`config.mk`:
```
export PLATFORM = sky130hd
export DESIGN_NAME = seq_multiplier
export DESIGN_NICKNAME = d
export VERILOG_FILES = /design/src/rtl/seq_mult_pkg.sv /design/src/rtl/seq_multiplier.sv
export SDC_FILE = /design/constraint.sdc
export NUM_CORES = 1
export LEC_CHECK = 0
export ABC_AREA = 1
export ABC_CLOCK_PERIOD_IN_PS = 3700
export CORE_MARGIN = 2
export CORE_UTILIZATION = 45
export CTS_CLUSTER_DIAMETER = 100
export DETAILED_ROUTE_END_ITERATION = 10
export GPL_ROUTABILITY_DRIVEN = 0
export PLACE_DENSITY = 0.64
export SYNTH_ARGS = -nofsm -noshare
export SYNTH_HDL_FRONTEND = slang
export SYNTH_SLANG_ARGS = --single-unit
```
`constraint.sdc`:
```
create_clock -name clk -period 3.7 [get_ports clk]
set_clock_uncertainty 0.15 [all_clocks]
set_input_delay 1.11 -clock clk [delete_from_list [all_inputs] [get_ports clk]]
set_output_delay 1.11 -clock clk [all_outputs]
set_load 0.03 [all_outputs]
```
`src/rtl/seq_mult_pkg.sv`:
```
// rtl/seq_mult_pkg.sv - shared types and helpers for the sequential multiplier
package seq_mult_pkg;

    typedef enum logic [1:0] {
        IDLE = 2'd0,
        CALC = 2'd1,
        DONE = 2'd2
    } state_t;

    // Step counter must hold values 0..width-1.
    function automatic int cnt_width(input int width);
        return (width < 2) ? 1 : $clog2(width);
    endfunction

endpackage

```
`src/rtl/seq_multiplier.sv`:
```
// rtl/seq_multiplier.sv - shift-add multiplier with valid/ready handshakes and signed mode
module seq_multiplier
    import seq_mult_pkg::*;
#(
    parameter int WIDTH = 8
) (
    input  logic                 clk,
    input  logic                 rst,
    input  logic                 in_valid,
    output logic                 in_ready,
    input  logic [WIDTH-1:0]     in_a,
    input  logic [WIDTH-1:0]     in_b,
    input  logic                 in_signed,
    output logic                 out_valid,
    input  logic                 out_ready,
    output logic [2*WIDTH-1:0]   out_product,
    output logic                 busy
);

    localparam int CW = cnt_width(WIDTH);
    localparam int PW = 2 * WIDTH;

    state_t          r_state;
    logic [PW-1:0]   r_mcand;
    logic [WIDTH-1:0] r_mplier;
    logic [PW-1:0]   r_acc;
    logic [CW-1:0]   r_cnt;
    logic            r_neg;
    logic [PW-1:0]   r_product;

    logic [WIDTH-1:0] w_mag_a;
    logic [WIDTH-1:0] w_mag_b;
    logic [PW-1:0]    w_acc_next;

    // Operand magnitudes; the most-negative value maps to 2^(WIDTH-1), which still fits unsigned.
    assign w_mag_a    = (in_signed && in_a[WIDTH-1]) ? (-in_a) : in_a;
    assign w_mag_b    = (in_signed && in_b[WIDTH-1]) ? (-in_b) : in_b;
    assign w_acc_next = r_mplier[0] ? (r_acc + r_mcand) : r_acc;

    // Handshake outputs depend only on the state register.
    assign in_ready    = (r_state == IDLE);
    assign out_valid   = (r_state == DONE);
    assign busy        = (r_state != IDLE);
    assign out_product = r_product;

    // FSM and shift-add datapath: one partial-product bit per CALC cycle.
    always_ff @(posedge clk) begin
        if (rst) begin
            r_state   <= IDLE;
            r_mcand   <= '0;
            r_mplier  <= '0;
            r_acc     <= '0;
            r_cnt     <= '0;
            r_neg     <= 1'b0;
            r_product <= '0;
        end else begin
            case (r_state)
                IDLE: begin
                    if (in_valid) begin
                        r_mcand  <= {{WIDTH{1'b0}}, w_mag_a};
                        r_mplier <= w_mag_b;
                        r_neg    <= in_signed & (in_a[WIDTH-1] ^ in_b[WIDTH-1]);
                        r_acc    <= '0;
                        r_cnt    <= '0;
                        r_state  <= CALC;
                    end
                end
                CALC: begin
                    r_acc    <= w_acc_next;
                    r_mplier <= r_mplier >> 1;
                    r_mcand  <= r_mcand << 1;
                    r_cnt    <= r_cnt + 1'b1;
                    if (r_cnt == CW'(WIDTH - 1)) begin
                        r_product <= r_neg ? (-w_acc_next) : w_acc_next;
                        r_state   <= DONE;
                    end
                end
                DONE: begin
                    if (out_ready) begin
                        r_state <= IDLE;
                    end
                end
                default: r_state <= IDLE;
            endcase
        end
    end

`ifdef FORMAL
    localparam logic [PW-1:0] ACC_MAX = {{WIDTH{1'b0}}, {WIDTH{1'b1}}} * {{WIDTH{1'b0}}, {WIDTH{1'b1}}};

    logic [WIDTH-1:0] f_ma;
    logic [WIDTH-1:0] f_mb;
    logic             f_neg;
    logic [PW-1:0]    f_prod;
    logic [WIDTH-1:0] f_mask;

    // Shadow copy of the accepted operand magnitudes.
    always_ff @(posedge clk) begin
        if (rst) begin
            f_ma  <= '0;
            f_mb  <= '0;
            f_neg <= 1'b0;
        end else if (in_valid && in_ready) begin
            f_ma  <= w_mag_a;
            f_mb  <= w_mag_b;
            f_neg <= in_signed & (in_a[WIDTH-1] ^ in_b[WIDTH-1]);
        end
    end

    assign f_prod = PW'(f_ma) * PW'(f_mb);
    assign f_mask = (WIDTH'(1) << r_cnt) - WIDTH'(1);

    // Immediate checks of result, partial-product invariant and bound.
    always_comb begin
        if (!rst && r_state == DONE) begin
            assert (out_product == (f_neg ? (-f_prod) : f_prod));
        end
        if (!rst && r_state == CALC) begin
            assert (r_acc == PW'(f_ma) * PW'(f_mb & f_mask));
        end
        assert (r_acc <= ACC_MAX);
    end

    a_monotonic: assert property (@(posedge clk) disable iff (rst)
        (r_state == CALC) |=> (r_state != CALC || r_acc >= $past(r_acc)));

    a_hold: assert property (@(posedge clk) disable iff (rst)
        (out_valid && !out_ready) |=> (out_valid && $stable(out_product)));
`endif

endmodule

```
* After elaboration in Yosys (flattened, before gate mapping)
Cells that the tools add are included.
** Storage, ports and cells
- Register bits after elaboration :: 62
- Bits of input ports :: 21
** Operators by class
- Add/sub/neg operators :: 5
- Equality and inequality tests :: 6
- Mux-type cells :: 16
- Bitwise logic cells :: 2
- Reduce and logical (&&, ||, !) cells :: 9
** Operator list (count)
- $mux 16 :: 4
- $pmux 16 s2 :: 2
- $mux 8 :: 3
- $add 16x16->16 :: 1
- $neg 16->16 :: 1
- $neg 8->8 :: 2
- $pmux 8 s2 :: 1
- $mux 2 :: 3
- $pmux 2 s3 :: 1
- $pmux 3 s2 :: 1
- $reduce_and 2->1 :: 3
- $ne 2x2->1 const B :: 2
- $reduce_bool 2->1 :: 2
- $add 3x1->3 const B :: 1
- $eq 3x3->1 const B :: 1
- $mux 3 :: 1
- $reduce_and 3->1 :: 1
- $eq 2x1->1 const B :: 1
- $eq 2x2->1 const B :: 1
- $logic_and 1x1->1 :: 2
- $logic_not 2->1 :: 1
- $ne 2x1->1 const B :: 1
- $and 1x1->1 :: 1
- $xor 1x1->1 :: 1

* Logic depth before layout (Yosys ltp)
Gate-level depths: netlist of the first run.
- Word-level depth :: 4
- Gate-level depth with buffers :: 18
- Gate-level depth less buffers :: 18

* Worst setup path after synthesis of the first run
No wires, ideal clock.
- Path kind :: reg2reg
- Start point :: reg r_mcand[0]
- End point :: reg r_product[14], in the netlist out_product[14]
- Data arrival time :: 2.105 ns
- Required time :: 3.433 ns
- Path slack :: 1.327 ns
- Cell stages (with the launch flop) :: 17
- Path buffers :: 0
- Period minus slack after synthesis :: 2.373 ns
- Cell sequence :: dfxtp_1 ha_1 fa_1 nand2_1 o21a_1 ha_1 inv_1 nor2_1 nand3_1 nor2_2 nand3_1 nor2_1 nand2_1 nand3_1 nand2_1 nor2_1 nor2_1
** On the way
- Word-level cells in the longest chain between the ends :: 4
** RTL lines
- start: declaration :: line seq_multiplier.sv:24 : logic [PW-1:0] r_mcand;
- start signal: assignment :: line seq_multiplier.sv:60 : r_mcand <= {{WIDTH{1'b0}}, w_mag_a};
- start signal: assignment :: line seq_multiplier.sv:71 : r_mcand <= r_mcand << 1;
- $add 16x16->16 (*) :: line seq_multiplier.sv:38 : assign w_acc_next = r_mplier[0] ? (r_acc + r_mcand) : r_acc;
- $mux 16 (*) :: line seq_multiplier.sv:38
- $neg 16->16 :: line seq_multiplier.sv:74 : r_product <= r_neg ? (-w_acc_next) : w_acc_next;
- $mux 16 (*) :: line seq_multiplier.sv:74
- end signal: assignment :: line seq_multiplier.sv:74
- end: declaration :: line seq_multiplier.sv:29 : logic [PW-1:0] r_product;
Every way passes the cells marked *; elsewhere a longest branch is shown, timed or not.
A chain may end at the register's enable or synchronous reset.

* Worst setup path in the final report of the first run
- Start point :: reg r_state[1]
- End point :: out out_valid
** On the way
- Word-level cells in the longest chain between the ends :: 1
** RTL lines
- start: declaration :: line seq_multiplier.sv:23 : state_t r_state;
- start signal: assignment :: line seq_multiplier.sv:49 : r_state <= IDLE;
- start signal: assignment :: line seq_multiplier.sv:65 : r_state <= CALC;
- start signal: assignment :: line seq_multiplier.sv:75 : r_state <= DONE;
- $eq 2x2->1 :: line seq_multiplier.sv:42 : assign out_valid = (r_state == DONE);
- end: declaration :: line seq_multiplier.sv:14 : output logic out_valid,
Every way passes these cells.

==> impl_results.rst, run 1 <==
.. list-table::
   :header-rows: 1

   * - Metric
     - Value
   * - Post-synthesis cell type with the largest combined area
     - dfxtp_1
   * - Wire length on met2
     - approximately 4.8 mm
   * - Amount of wire on met3 after detailed routing
     - 281 um
   * - Maximum buffer depth of the clock tree
     - 2
   * - Detailed Routing Iterations Pass 1
     - 4
   * - Number of nets in the finished design
     - slightly above 700
   * - Peak clock frequency supported by timing
     - 0.3512 GHz
   * - Transition time at the pin with the least slew margin
     - approximately 650 ps
   * - Post-DR vias/cell
     - 5.127
   * - Top-area cell type share of the netlist area
     - 30.49%
   * - Critical Path RT
     - 2440 ps
   * - Gates resized, CTS repair
     - 0
   * - Post-synthesis average cell area
     - 6.330 um2
   * - Hold Vio Cnt, Final
     - 0
   * - Ranking of synthesized cells by instance count
     - 209 x nand2_1, 79 x inv_1, 62 x dfxtp_1
   * - Clock-pin slew on the worst setup and hold paths
     - approximately 70 ps
   * - Area used by sequential logic in the layout
     - 1241 um2
   * - Seq/Total Area, Yosys
     - between 30% and 40%
   * - Max-slew violations
     - 0
   * - Setup-violating endpoint count in the final report
     - 0
   * - CTS sink count
     - 62
   * - Chip Width
     - 99.11 um
   * - Residual DRC
     - 0
   * - Share of post-route cells with drive strength above 1
     - approximately 7.9%
   * - Starting DRT DRC Count
     - 110
   * - Number of fillers in the final layout
     - 883
   * - Leading cell types by total area after synthesis
     - dfxtp_1 30%, nand2_1 19%, inv_1 7.3%, a21oi_1 7.1%, nand3_1 7.0%
   * - TritonCTS buffer count
     - 9
   * - First-pass GRT wire length
     - 16.92 mm
   * - Relative slew slack
     - a little under three fifths
   * - Summed area of non-filler cells in the final layout
     - 4738 um2
   * - Final critical-path share of the clock period
     - 76.95%
   * - Synthesized net count
     - just under 700
   * - Worst Setup End Kind
     - output pin
   * - Area of combinational cells with multiple inputs
     - 2422 um2
   * - Antenna fix cells
     - 0
   * - Total half-perimeter wirelength after legalization and detailed placement
     - 7.289 mm
   * - Clock insertion delay at the later pin of the skew report
     - 340 ps
   * - Accumulated negative setup slack
     - 0 ps
   * - Area of the die
     - 9822 um2
   * - Final core utilization
     - 54.07%
   * - Flip-flop and latch count after synthesis
     - 62
   * - Hold/Removal Path Class
     - register to register
   * - Post-Syn Instances
     - 643
   * - Share of synthesized flip-flops with an asynchronous set or reset
     - 0%
   * - Setup ws final
     - 852.9 ps
   * - Synth unique cells
     - 38
   * - Most frequent cell after synthesis
     - nand2_1
   * - Buffers on Ports
     - 39
   * - Antenna-violating nets left
     - 0
   * - Row count
     - 34
   * - Total number of vias
     - between 4000 and 5000
   * - Post-Syn Area
     - 4070 um2
   * - Power per standard cell area
     - 336.2 nW/um2
   * - Max Cap Viol
     - 0
   * - Via count of the first global-routing pass
     - around 3900
   * - Worst slack at placement
     - roughly 690 ps
   * - Peak fanout along the critical path
     - 3
   * - Number of primary I/O pins
     - 40
   * - H-tree depth
     - 3
   * - DRT met1 WL
     - approximately 4.4 mm
   * - DRT Wirelength
     - roughly 10 mm
   * - Largest net degree at the start of global routing
     - 46
   * - Unrepaired setup endpoints after global routing
     - no
   * - Final min period
     - 2847 ps
   * - Highest routing layer actually used
     - met4
   * - CTS root buffer
     - clkbuf_8
   * - # Post-CTS Setup Buffers
     - 0
   * - Outcome
     - finished clean
   * - Top_reg_cell synth
     - dfxtp_1
   * - Kind of critical path
     - register to output pin
   * - Area delta synth->final
     - 16.42%
   * - Leakage
     - between 2 and 2.5 nW
   * - Height of the chip
     - 99.11 um
   * - Category of the worst setup path launch point
     - register
   * - TritonCTS clock tree
     - built
   * - Sum of overflow across all layers after global routing
     - 0
   * - Worst IR Drop VDD
     - 0.0001908 V
   * - Placed inst area
     - 4539 um2
   * - Initial antenna violation count
     - 0
   * - Synth warn
     - 0
   * - Overall routing resource usage
     - 20.87%
   * - Worst Hold Slack
     - 318.7 ps
   * - Initial cell density of the core
     - 46.44%
   * - Number of enable-type register cells in the synthesized netlist
     - 0
   * - Critical path arrival
     - between 1500 and 2000 ps
   * - Floorplan Core Area
     - 8763 um2
   * - Hold-fix buffers, CTS
     - 0
   * - DR WL/cell
     - 12.37 um
[cell type report]
class / instances / area share [%]
flip-flops and latches: 62 / 26.19
clock buffers: 9 / 2.614
well taps: 108 / 2.852
clock inverters: 7 / 1.584
repair buffers: 45 / 9.189
inverters: 81 / 6.443
multi-input cells: 478 / 51.12
[path summary, 6_finish.rpt]
kind                                         startpoint                      endpoint  slack, ps  cells after the start
worst max-delay path            r_state[1]$_SDFFE_PP0P_                     out_valid        850                      3
worst min-delay path              r_cnt[2]$_SDFFE_PP0P_         r_cnt[2]$_SDFFE_PP0P_        320                      2
worst min register to register    r_cnt[2]$_SDFFE_PP0P_         r_cnt[2]$_SDFFE_PP0P_        320                      2
worst max register to register  r_mcand[0]$_SDFFE_PP0P_  out_product[12]$_SDFFE_PP0P_       1020                     18
[flip-flops by register name, indices dropped and copies added (netlist names)]
| signal | flops |
|---|---|
| r_mcand | 16 |
| r_mplier | 8 |
| r_neg | 1 |
| r_state | 2 |
| r_acc | 16 |
| out_product | 16 |
| r_cnt | 3 |
[power by group]
group / switching [mW] / internal (mW) / leakage (nW)
combinational: 0.178 / 0.107 / 1.56
sequential: 0.0226 / 0.688 / 0.503
clock: 0.287 / 0.312 / 0.0914
[stage by stage]
step           power [mW]  instances
2_1_floorplan      0.9274        643
3_3_place_gp        1.005        774
3_5_place_dp        1.011        774
4_1_cts             1.608        790
5_1_grt             1.685        790
6_report            1.593        790
[metal layers]
| layer | vias up | GRT usage, % |
|---|---|---|
| met3 | 17 | 2.811 |
| met1 | 1825 | 24.86 |
| met5 | - | 0 |
| met2 | 65 | 37.79 |
| met4 | 0 | 8.325 |
| li1 | 2143 | - |
[critical path, cell delays in order, from the launching register on]
cell and delay [ps]:
dfxtp_1 370, inv_1 60, nor2_1 130, clkdlybuf4s50_1 690
[logic make-up after synthesis]
logic type      share of synthesized area, %
simple gates                           34.95
compound gates                         15.43
buf+inv                                10.11
flops                                  30.49
fa+ha+maj                              6.640
xor+xnor                               2.367
[placed cells by master, fill, tap and decap left out, types with 2 or more instances in the layout]
| cell | n |
|---|---|
| nand2_1 | 209 |
| inv_1 | 79 |
| dfxtp_1 | 62 |
| a21oi_1 | 58 |
| nand3_1 | 57 |
| clkdlybuf4s50_1 | 39 |
| nor2_1 | 33 |
| o21ai_0 | 23 |
| ha_1 | 20 |
| a31oi_1 | 12 |
| xor2_1 | 11 |
| or2_2 | 9 |
| nand2_2 | 9 |
| clkbuf_8 | 9 |
| buf_4 | 6 |
| nor3_1 | 5 |
| nor2_2 | 5 |
| a21oi_2 | 4 |
| nand4_1 | 4 |
| o211ai_1 | 3 |
| clkinvlp_4 | 3 |
| o21a_1 | 2 |
| o31ai_1 | 2 |
| a2bb2oi_1 | 2 |
| clkinv_2 | 2 |
| clkinv_4 | 2 |
Note: power is estimated with default switching activity, not from simulation.
==> run 2: changes to the inputs <==
--- a/config.mk
+++ b/config.mk
@@ -6,13 +6,13 @@
 export NUM_CORES = 1
 export LEC_CHECK = 0
 export ABC_AREA = 1
-export ABC_CLOCK_PERIOD_IN_PS = 3700
+export ABC_CLOCK_PERIOD_IN_PS = 2600
 export CORE_MARGIN = 2
 export CORE_UTILIZATION = 45
 export CTS_CLUSTER_DIAMETER = 100
 export DETAILED_ROUTE_END_ITERATION = 10
 export GPL_ROUTABILITY_DRIVEN = 0
-export PLACE_DENSITY = 0.64
+export PLACE_DENSITY = 0.67
 export SYNTH_ARGS = -nofsm -noshare
 export SYNTH_HDL_FRONTEND = slang
 export SYNTH_SLANG_ARGS = --single-unit
==> constraint.sdc (replaced) <==
create_clock -name clk -period 2.6 [get_ports clk]
set_clock_uncertainty 0.15 [all_clocks]
set_input_delay 0.78 -clock clk [delete_from_list [all_inputs] [get_ports clk]]
set_output_delay 0.78 -clock clk [all_outputs]
set_load 0.03 [all_outputs]
==> run 2 against run 1 <==
Via count up 1.5%. Non-clock buffer count up 10. Critical path type is now register to register. Flip-flop and latch count unchanged. First-iteration DRC count up 41%. Worst hold slack worse by 2.6 ps. Die area unchanged. Setup slack worse by 790 ps. Clock power up 46%. Register-to-register slack worse by 950 ps. Total power up 48%. Cell count up 1.1%.
==> impl_results.rst, run 2 (synthesis results as in run 1) <==
.. list-table::
   :header-rows: 1

   * - Metric
     - Value
   * - Outcome
     - finished clean
   * - Worst IR Drop VDD
     - 0.0002494 V (+31%)
   * - Total number of vias
     - 4109 (+1.5%)
   * - Post-DR vias/cell
     - 5.143 (+0.31%)
   * - Via count of the first global-routing pass
     - 3911 (+1.1%)
   * - Floorplan Core Area
     - 8763 um2 (unchanged)
   * - Critical R2R Capture
     - out_product[14]$_SDFFE_PP0P_
   * - Startpoint of the most critical register-to-register path
     - r_acc[0]$_SDFFE_PP0P_
   * - Area delta synth->final
     - 22.16%
   * - Antenna fix cells
     - 0 (unchanged)
   * - Cell type with the highest occurrence count on the critical path
     - nand2_1
   * - Number of primary I/O pins
     - 40 (unchanged)
   * - H-tree depth
     - 3 (unchanged)
   * - Hold Vio Cnt, Final
     - 0 (unchanged)
   * - Clock-pin slew on the worst setup and hold paths
     - 70 ps (about the same)
   * - Leakage
     - 2.234 nW (+3.8%)
   * - Max Cap Viol
     - 0 (unchanged)
   * - Transition time at the pin with the least slew margin
     - 557.4 ps (-96.61 ps)
   * - Number of nets in the finished design
     - 729 (+1.4%)
   * - First-pass GRT wire length
     - 16.58 mm (-2.0%)
   * - Worst Setup End Kind
     - register
   * - Critical path arrival
     - 2620 ps (+1030 ps)
   * - Most common cell after layout, fill and taps aside
     - nand2_1
   * - Placed Cells
     - 779 (+0.65%)
   * - Buffers on Ports
     - 39 (unchanged)
   * - R2r setup slk
     - 70 ps (-950 ps)
   * - Max-slew violations
     - 0 (unchanged)
   * - Height of the chip
     - 99.11 um (unchanged)
   * - TritonCTS buffer count
     - 9 (unchanged)
   * - Largest net degree at the start of global routing
     - 46 (unchanged)
   * - Starting DRT DRC Count
     - 155 (+41%)
   * - Kind of critical path
     - register to register
   * - Initial antenna violation count
     - 0 (unchanged)
   * - Maximum buffer depth of the clock tree
     - 2 (unchanged)
   * - Number of cells on the worst reg-to-reg path
     - 16 (-2)
   * - Area used by sequential logic in the layout
     - 1246 um2 (+0.40%)
   * - CTS root buffer
     - clkbuf_8
   * - DRT Wirelength
     - 9.753 mm (-0.19%)
   * - Number of fillers in the final layout
     - 874 (-1.0%)
   * - Hold-fix buffers, CTS
     - 0 (unchanged)
   * - Share of post-route cells with drive strength above 1
     - 12.45% (+4.5 points)
   * - Slowest stage delay, CP
     - 420 ps (-270 ps)
   * - Power per standard cell area
     - 474.5 nW/um2 (+41%)
   * - Cell Chain, Critical Path
     - ha_4 > fa_2 > nand2_1 > o21a_1 > ha_2 > inv_2 > nor2_4 > nand3_2 > nor2_4 > nand3_2 > nor2_2 > nand2_1 > nand3_1 > nand2_1 > nor2_1 > nor2_1
   * - Overall routing resource usage
     - 20.42% (-0.45 points)
   * - DR WL/cell
     - 12.21 um (-1.3%)
   * - Capture point of the critical path
     - out_product[14]$_SDFFE_PP0P_
   * - Peak clock frequency supported by timing
     - roughly 0.4 GHz
   * - Detailed Routing Iterations Pass 1
     - 5 (+1)
   * - Critical Path RT
     - 2690 ps (+250 ps)
   * - Final min period
     - 2533 ps
   * - Placed inst area
     - 4614 um2 (+1.7%)
   * - Peak fanout along the critical path
     - 3 (unchanged)
   * - Setup-violating endpoint count in the final report
     - 0 (unchanged)
   * - Clock insertion delay at the later pin of the skew report
     - 350 ps (about the same)
   * - Hold/Removal Path Class
     - register to register
   * - Leading cell types in the layout, fill and taps excluded
     - 201 x nand2_1, 77 x inv_1, 60 x dfxtp_1
   * - CTS sink count
     - 62 (unchanged)
   * - Total half-perimeter wirelength after legalization and detailed placement
     - 7.226 mm (-0.88%)
   * - Category of the worst setup path launch point
     - register
   * - Critical Path Slowest Stage Cell
     - fa_2
   * - TritonCTS clock tree
     - built
   * - Sum of overflow across all layers after global routing
     - 0 (unchanged)
   * - Unrepaired setup endpoints after global routing
     - yes
   * - Antenna-violating nets left
     - 0 (unchanged)
   * - Area of combinational cells with multiple inputs
     - 2539 um2 (+4.8%)
   * - Critical path startpoint
     - r_acc[0]$_SDFFE_PP0P_
   * - Initial cell density of the core
     - 46.44% (unchanged)
   * - Final critical-path share of the clock period
     - a little over nine tenths
   * - Area of the die
     - 9822 um2 (unchanged)
   * - Final non-filler cell total
     - 799 (+1.1%)
   * - Relative slew slack
     - 62.61% (+6.5 points)
   * - Chip Width
     - 99.11 um (unchanged)
   * - Row count
     - 34 (unchanged)
   * - Residual DRC
     - 0 (unchanged)
   * - Summed area of non-filler cells in the final layout
     - 4972 um2 (+4.9%)
run 2: cell count changes in the layout (fill, tap and decap cells not counted), moves of 3 or more:
cell        before  now
buf_12           0    3
buf_4            6   13
clkinvlp_4       3    0
ha_1            20   17
nand2_1        209  201
nand2_2          9   15
nand3_1         57   53
nand3_2          1    4
nor2_1          33   30
nor2_4           0    4
run 2: area by class of cell:
| class | count | area share [%] |
|---|---|---|
| repair buffers | 55 | 11.02 |
| well taps | 108 | 2.718 |
| clock inverters | 3 | 0.8807 |
| inverters | 81 | 6.140 |
| clock buffers | 12 | 3.120 |
| multi-input cells | 478 | 51.06 |
| flip-flops and latches | 62 | 25.06 |
run 2: routing by layer:
layer / vias up / share of wire [%] / routed length (um) / track usage, %
met5: - / 0 / 0 / 0
met4: 0 / 2.4 / 230 / 8.641
met3: 19 / 3.2 / 312 / 2.952
met2: 77 / 50 / 4860 / 37.01
met1: 1852 / 45 / 4350 / 23.96
li1: 2161 / - / - / -
run 2: worst min-delay path by stage:
stage,start,endpoint,slack [ps],cells after the start
after detailed placement,r_cnt[1]$_SDFFE_PP0P_,r_cnt[1]$_SDFFE_PP0P_,310,2
after CTS,r_cnt[1]$_SDFFE_PP0P_,r_cnt[1]$_SDFFE_PP0P_,320,2
after floorplan,r_cnt[0]$_SDFFE_PP0P_,r_cnt[0]$_SDFFE_PP0P_,280,1
after global placement,r_cnt[0]$_SDFFE_PP0P_,r_cnt[0]$_SDFFE_PP0P_,300,1
final,r_cnt[0]$_SDFFE_PP0P_,r_cnt[0]$_SDFFE_PP0P_,320,1
after global routing,r_cnt[0]$_SDFFE_PP0P_,r_cnt[0]$_SDFFE_PP0P_,330,1
run 2: critical path, delay by kind of cell (launching register included):
kind                       cells  cell delay, ps
adders and majority gates      3             760
AOI/OAI and AO/OA              1             160
DFF                            1             360
buffers and inverters          1              50
and+or+nand+nor               11             940
run 2: metrics by stage:
step / TNS, ps / hold WS, ps / utilization (%) / setup slack [ps] / power, mW
floorplan: 0 / 282.9 / - / 227.4 / 1.320
global placement: 0 / 301.0 / 52.66 / 54.49 / 1.449
detailed placement: -24.60 / 307.8 / 52.66 / -20.95 / 1.458
CTS: 0 / 318.8 / 54.93 / 11.21 / 2.324
global route: -307.1 / 334.4 / 56.74 / -88.66 / 2.476
finish: 0 / 316.1 / 56.74 / 66.96 / 2.359
run 2: power by group:
part,internal (mW),switching (mW)
registers,0.979,0.0272
logic,0.193,0.289
clock network,0.490,0.382
run 2: repair_timing:
| action | 4_1_cts | 5_1_grt |
|---|---|---|
| endpoints found under the setup margin | 1 | 10 |
| pin swaps | 0 | 21 |
| buffers inserted | 0 | 5 |
| gates resized for setup | 1 | 35 |
